### config.mk
export PLATFORM = sky130hd
export DESIGN_NAME = conv_seq_ctrl
export DESIGN_NICKNAME = d
export VERILOG_FILES = /design/src/rtl/conv_seq_ctrl.sv
export SDC_FILE = /design/constraint.sdc
export NUM_CORES = 1
export LEC_CHECK = 0
export ABC_AREA = 1
export CAP_MARGIN = 40
export CORE_MARGIN = 2
export CORE_UTILIZATION = 45
export DETAILED_ROUTE_END_ITERATION = 8
export GPL_TIMING_DRIVEN = 0
export PLACE_DENSITY = 0.72
export SYNTH_ARGS = -nofsm -noshare
export SYNTH_HDL_FRONTEND = slang
export SYNTH_SLANG_ARGS = --single-unit
### constraint.sdc
create_clock -name i_clk -period 2 [get_ports i_clk]
set_input_delay 0.3 -clock i_clk [delete_from_list [all_inputs] [get_ports i_clk]]
set_output_delay 0.3 -clock i_clk [all_outputs]
set_load 0.03 [all_outputs]
### src/rtl/conv_seq_ctrl.sv
// Sequencer for the bit-serial convolution engine: latches one window, feeds it
// LSB-first one beat per handshake and assembles the engine's 2-bit result slices.
module conv_seq_ctrl #(
  parameter int KERNEL_SIZE = 25,
  parameter int DATA_WIDTH  = 8,
  parameter int N_BEATS     = 13,
  parameter int OUT_BEATS   = 8,
  parameter int RES_W       = 2*OUT_BEATS
) (
  input  logic                              i_clk,
  input  logic                              i_arstn,
  input  logic                              i_win_valid,
  output logic                              o_win_ready,
  input  logic [KERNEL_SIZE*DATA_WIDTH-1:0] i_x_flat,
  input  logic [KERNEL_SIZE*DATA_WIDTH-1:0] i_k_flat,
  output logic                              o_eng_valid,
  input  logic                              i_eng_ready,
  output logic [KERNEL_SIZE-1:0]            o_eng_bit_x,
  output logic [KERNEL_SIZE-1:0]            o_eng_bit_k,
  input  logic                              i_eng_valid,
  input  logic [1:0]                        i_eng_conv,
  output logic                              o_eng_ack,
  output logic                              o_res_valid,
  input  logic                              i_res_ready,
  output logic [RES_W-1:0]                  o_res_data,
  output logic                              o_res_err,
  output logic                              o_busy,
  output logic [31:0]                       o_win_count
);

  localparam int FLAT_W  = KERNEL_SIZE*DATA_WIDTH;
  localparam int BEAT_W  = $clog2(N_BEATS);
  localparam int SLICE_W = $clog2(OUT_BEATS+1);
  localparam logic [BEAT_W-1:0]  LAST_BEAT   = BEAT_W'(N_BEATS-1);
  localparam logic [SLICE_W-1:0] SLICES_FULL = SLICE_W'(OUT_BEATS);

  typedef enum logic [2:0] {
    S_IDLE, S_ISSUE, S_WAIT_LO, S_WAIT_RES, S_ACK, S_WAIT_IDLE, S_NEXT, S_DONE
  } state_t;

  state_t              state;
  logic [FLAT_W-1:0]   x_shadow;
  logic [FLAT_W-1:0]   k_shadow;
  logic [BEAT_W-1:0]   beat;
  logic [SLICE_W-1:0]  slices;

  // Shifting a lane past its MSB yields zero, which gives the padding beats for free.
  function automatic logic [KERNEL_SIZE-1:0] beat_bits(input logic [FLAT_W-1:0] flat,
                                                       input logic [BEAT_W-1:0] b);
    logic [KERNEL_SIZE-1:0] bits;
    logic [DATA_WIDTH-1:0]  lane;
    bits = '0;
    for (int i = 0; i < KERNEL_SIZE; i++) begin
      lane    = flat[i*DATA_WIDTH +: DATA_WIDTH] >> b;
      bits[i] = lane[0];
    end
    return bits;
  endfunction

  always_ff @(posedge i_clk) begin
    if (!i_arstn) begin
      state       <= S_IDLE;
      x_shadow    <= '0;
      k_shadow    <= '0;
      beat        <= '0;
      slices      <= '0;
      o_res_data  <= '0;
      o_res_err   <= 1'b0;
      o_res_valid <= 1'b0;
      o_eng_valid <= 1'b0;
      o_eng_ack   <= 1'b1;
      o_eng_bit_x <= '0;
      o_eng_bit_k <= '0;
      o_win_ready <= 1'b1;
      o_busy      <= 1'b0;
      o_win_count <= '0;
    end else begin
      case (state)
        S_IDLE: begin
          if (i_win_valid) begin
            x_shadow    <= i_x_flat;
            k_shadow    <= i_k_flat;
            beat        <= '0;
            slices      <= '0;
            o_res_err   <= 1'b0;
            o_res_data  <= '0;
            o_eng_bit_x <= beat_bits(i_x_flat, '0);
            o_eng_bit_k <= beat_bits(i_k_flat, '0);
            o_eng_valid <= 1'b1;
            o_win_ready <= 1'b0;
            o_busy      <= 1'b1;
            state       <= S_ISSUE;
          end
        end
        S_ISSUE: begin
          if (i_eng_ready) begin
            o_eng_valid <= 1'b0;
            state       <= S_WAIT_LO;
          end
        end
        S_WAIT_LO: begin
          if (!i_eng_ready) state <= S_WAIT_RES;
        end
        S_WAIT_RES: begin
          if (i_eng_valid) begin
            // Slices beyond the result width are dropped but flagged.
            if (slices != SLICES_FULL) begin
              for (int s = 0; s < OUT_BEATS; s++)
                if (slices == SLICE_W'(s)) o_res_data[2*s +: 2] <= i_eng_conv;
              slices <= slices + 1'b1;
            end else begin
              o_res_err <= 1'b1;
            end
            o_eng_ack <= 1'b0;
            state     <= S_ACK;
          end else if (i_eng_ready) begin
            state <= S_NEXT;
          end
        end
        S_ACK: begin
          o_eng_ack <= 1'b1;
          state     <= S_WAIT_IDLE;
        end
        S_WAIT_IDLE: begin
          if (i_eng_ready) state <= S_NEXT;
        end
        S_NEXT: begin
          if (beat == LAST_BEAT) begin
            if (slices != SLICES_FULL) o_res_err <= 1'b1;
            o_res_valid <= 1'b1;
            state       <= S_DONE;
          end else begin
            beat        <= beat + 1'b1;
            o_eng_bit_x <= beat_bits(x_shadow, beat + 1'b1);
            o_eng_bit_k <= beat_bits(k_shadow, beat + 1'b1);
            o_eng_valid <= 1'b1;
            state       <= S_ISSUE;
          end
        end
        S_DONE: begin
          if (i_res_ready) begin
            o_res_valid <= 1'b0;
            o_win_count <= o_win_count + 32'd1;
            o_win_ready <= 1'b1;
            o_busy      <= 1'b0;
            state       <= S_IDLE;
          end
        end
        default: state <= S_IDLE;
      endcase
    end
  end

endmodule

==> impl_metrics.tcl <==
set metrics [dict create \
    yosys.area_share.xor_xnor_pct 0.155 \
    hpwl_mm 67.7 \
    syn_to_final_growth_pct 37.9 \
    clock_path_buffers 3 \
    layout-drive-gt1-share_pct 8.69 \
    first_pass_iters 6 \
    post-route-period-util_pct 101 \
    die_width_um 228 \
    yosysWarnings 0 \
    r2r-end "o_eng_bit_k[2]" \
    synthMuxAreaShare_pct 0 \
    ys_seq_area_share_pct 45.6 \
    cts_tree "built" \
    root_buffer "clkbuf_16" \
    hold_class "in2reg" \
    synth_nets 3524 \
    drv_slew 0 \
    antenna_found_initial 19 \
    yosys.area_share.simple_pct 18.4 \
    ys_top_cells_by_area "dfxtp_1 (46%), o21ai_0 (13%), a21oi_1 (8.7%)" \
    power_mw 37.6 \
    wire_per_inst_um 21.2 \
    required_ps 2540 \
    slowest_delay_ps 620 \
    synth_edf_count 0 \
    violations "setup timing" \
    viasPerCell 5.58 \
    ys.flop_type "dfxtp_1" \
    cp-start-kind "flop" \
    crit_path_frequent_cell "nand3_1" \
    cp_top_family "buffers and inverters" \
    remaining_drc_errors 0 \
    ctsHtreeMaxLevel 2 \
    syn_inst 3109 \
    min_to "x_shadow[167]" \
    ctsHoldBuffers 0 \
    path_clk_slew_ps 70 \
    vias 24600 \
    powerDensity_nw_per_um2 1200 \
    core_sq_um 49900 \
    yosysTopAreaCell "dfxtp_1" \
    die_h_um 228 \
    die_area_sq_um 52100 \
    ys_ff_latch 515 \
    hold_slack_ps 241 \
    crit_slowest_cell "clkbuf_1" \
    grt_max_degree 15 \
    min_from "i_x_flat[167]" \
    avgSynthCellArea_sq_um 7.28 \
    crit_type "reg2reg" \
    fin_crit_ps 2010 \
    synthMostInstantiatedCell "o21ai_0" \
    arrival_ps 2550 \
    cts-buffers-inserted 54 \
    synth_area_sq_um 22600 \
    gr-total-overflow 0 \
    drv_cap 0 \
    fmax_mhz 497 \
    status "complete, but fails checks" \
    skew_ps 15.4 \
    min_path_cells 3 \
    r2r_cells 7 \
    rrSetupSlack_ps -10 \
    relSlewSlack_pct 35.2 \
    nets 4103 \
    setup_viol_count_final 1 \
    synthArstFlopShare_pct 0 \
    clock-sinks 515 \
    first_global_vias 23300 \
    cp_max_fo 10 \
    grt_pass1_wl_mm 139 \
    worst_slack_ps -12.9 \
    track_usage_pct 34.6 \
    gp_congestion 0.962 \
    hold_violations 0 \
    p_leak_nw 12.3 \
    synth_commonest_cells "o21ai_0 (591), dfxtp_1 (515), nor2_1 (428), a21oi_1 (391), nand2_1 (270)" \
    crit_path_end_kind "flop" \
    wl_mm 93.5 \
    placementRows 82 \
    synth_top_family_by_area "compound AO/OA/AOI/OAI gates" \
    vdd_ir_drop_max_v 0.000901 \
    synth_compound_area_share_pct 25.4 \
    clk_latency_ps 610 \
    start_util_pct 45.4 \
    rsz0062_at_grt "yes" \
    worstPathCellList "buf_12, buf_4, clkbuf_1, o21ai_0, nand3_1, nand3_1, a21oi_1" \
    r2r_start "beat[0]" \
    drtIter0Drc 2752 \
    synth_adder_area_share_pct 0.387 \
    synth_top_cell_area_share_pct 45.6 \
    io_buffers 510 \
    worst_pin_slew_ps 972 \
    synth_cell_type_count 38 \
    ant_nets 0 \
    critPathBufInv 3 \
    ios 512 \
]
worst max path at each step:
stage,startpoint,to,slack [ps],cells past startpoint
final,beat[0],o_eng_bit_k[2],-10,7
after global routing,beat[0],o_eng_bit_x[0],-70,10
after CTS,beat[0],o_eng_bit_x[8],0.6,11
after detailed placement,beat[0],o_eng_bit_x[11],-1330,10
after global placement,beat[0],o_eng_bit_x[11],-1310,10
after floorplan,beat[0],o_eng_bit_k[0],5,11
cell type report:
class | instances | area, sq um
plain buffers | 250 | 1690
clock buffers | 70 | 1580
inverters | 269 | 1010
repair buffers | 523 | 5180
fillers | 4649 | 18700
diodes | 8 | 20.0
well taps | 672 | 841
multi-input cells | 2075 | 10100
clock inverters | 27 | 410
flip-flops and latches | 515 | 10300
routing by layer:
metal  up-vias  part of all wire [%]  GRT usage, %
met5         -                  0.19             0
met4        26                   3.8          13.9
met3       240                   9.8          7.75
met2      1354                    46          56.2
met1     11400                    40          44.5
li1      11600                     -             -
tightest hold or removal path: cells and delay by family:
kind | cells | cell delay, ps
and+or+nand+nor | 1 | 60
AOI/OAI and AO/OA | 1 | 50
buffers and inverters | 1 | 390
through the flow:
step / std cells / instance area [sq um] / TNS (ps) / setup WS, ps / util [%]
finish: 4409 / 31200 / -12.9 / -12.9 / 62.5
global route: 4405 / 31200 / -641 / -72.3 / 62.5
CTS: 4395 / 30900 / 0 / 0.584 / 61.9
global placement: 4291 / 28600 / -106670 / -1310 / 57.3
floorplan: 3109 / 22600 / 0 / 4.51 / -
detailed placement: 4292 / 28600 / -113980 / -1330 / 57.4
registers in the layout, summed over array words and instances (netlist names), 3 cells and up:
register	flops
k_shadow	200
x_shadow	200
o_win_count	32
o_eng_bit_k	25
o_eng_bit_x	25
o_res_data	16
beat	4
slices	4
state	3
cells in the final DEF, fill, tap and decap left out, drive strengths merged, types with 2 or more instances in the layout:
| cell | count |
|---|---|
| nor3 | 8 |
| diode | 8 |
| o21ai | 593 |
| bufinv | 10 |
| clkdlybuf4s50 | 447 |
| o21bai | 2 |
| clkinv | 9 |
| nand2 | 272 |
| dfxtp | 515 |
| buf | 128 |
| a21oi | 391 |
| nand4 | 28 |
| nor2 | 440 |
| o211ai | 101 |
| dlygate4sd2 | 55 |
| ha | 7 |
| inv | 270 |
| xor2 | 3 |
| dlymetal6s2s | 8 |
| clkbuf | 205 |
| clkinvlp | 7 |
| o21a | 4 |
| nand3 | 219 |
power breakdown:
part           internal (mW)  leakage [nW]  switching [mW]
Sequential              13.1          4.25            1.28
Combinational           4.30          7.09            7.67
Clock                   6.83         0.960            4.40
Total                   24.2          12.3            13.3
kinds of logic after synthesis:
| logic type | after synthesis |
|---|---|
| XOR/XNOR | 4 |
| adder cells (fa/ha/maj) | 7 |
| AO/OA/AOI/OAI | 1094 |
| flip-flops | 515 |
| AND/OR/NAND/NOR | 970 |
| buffers and inverters | 519 |
what timing repair did:
action	in CTS	in global routing
cloned	1	1
resized for setup	142	139
pin swaps	1	17
setup buffers	5	5
setup endpoints to repair	115	111
(Power assumes the default switching activity.)
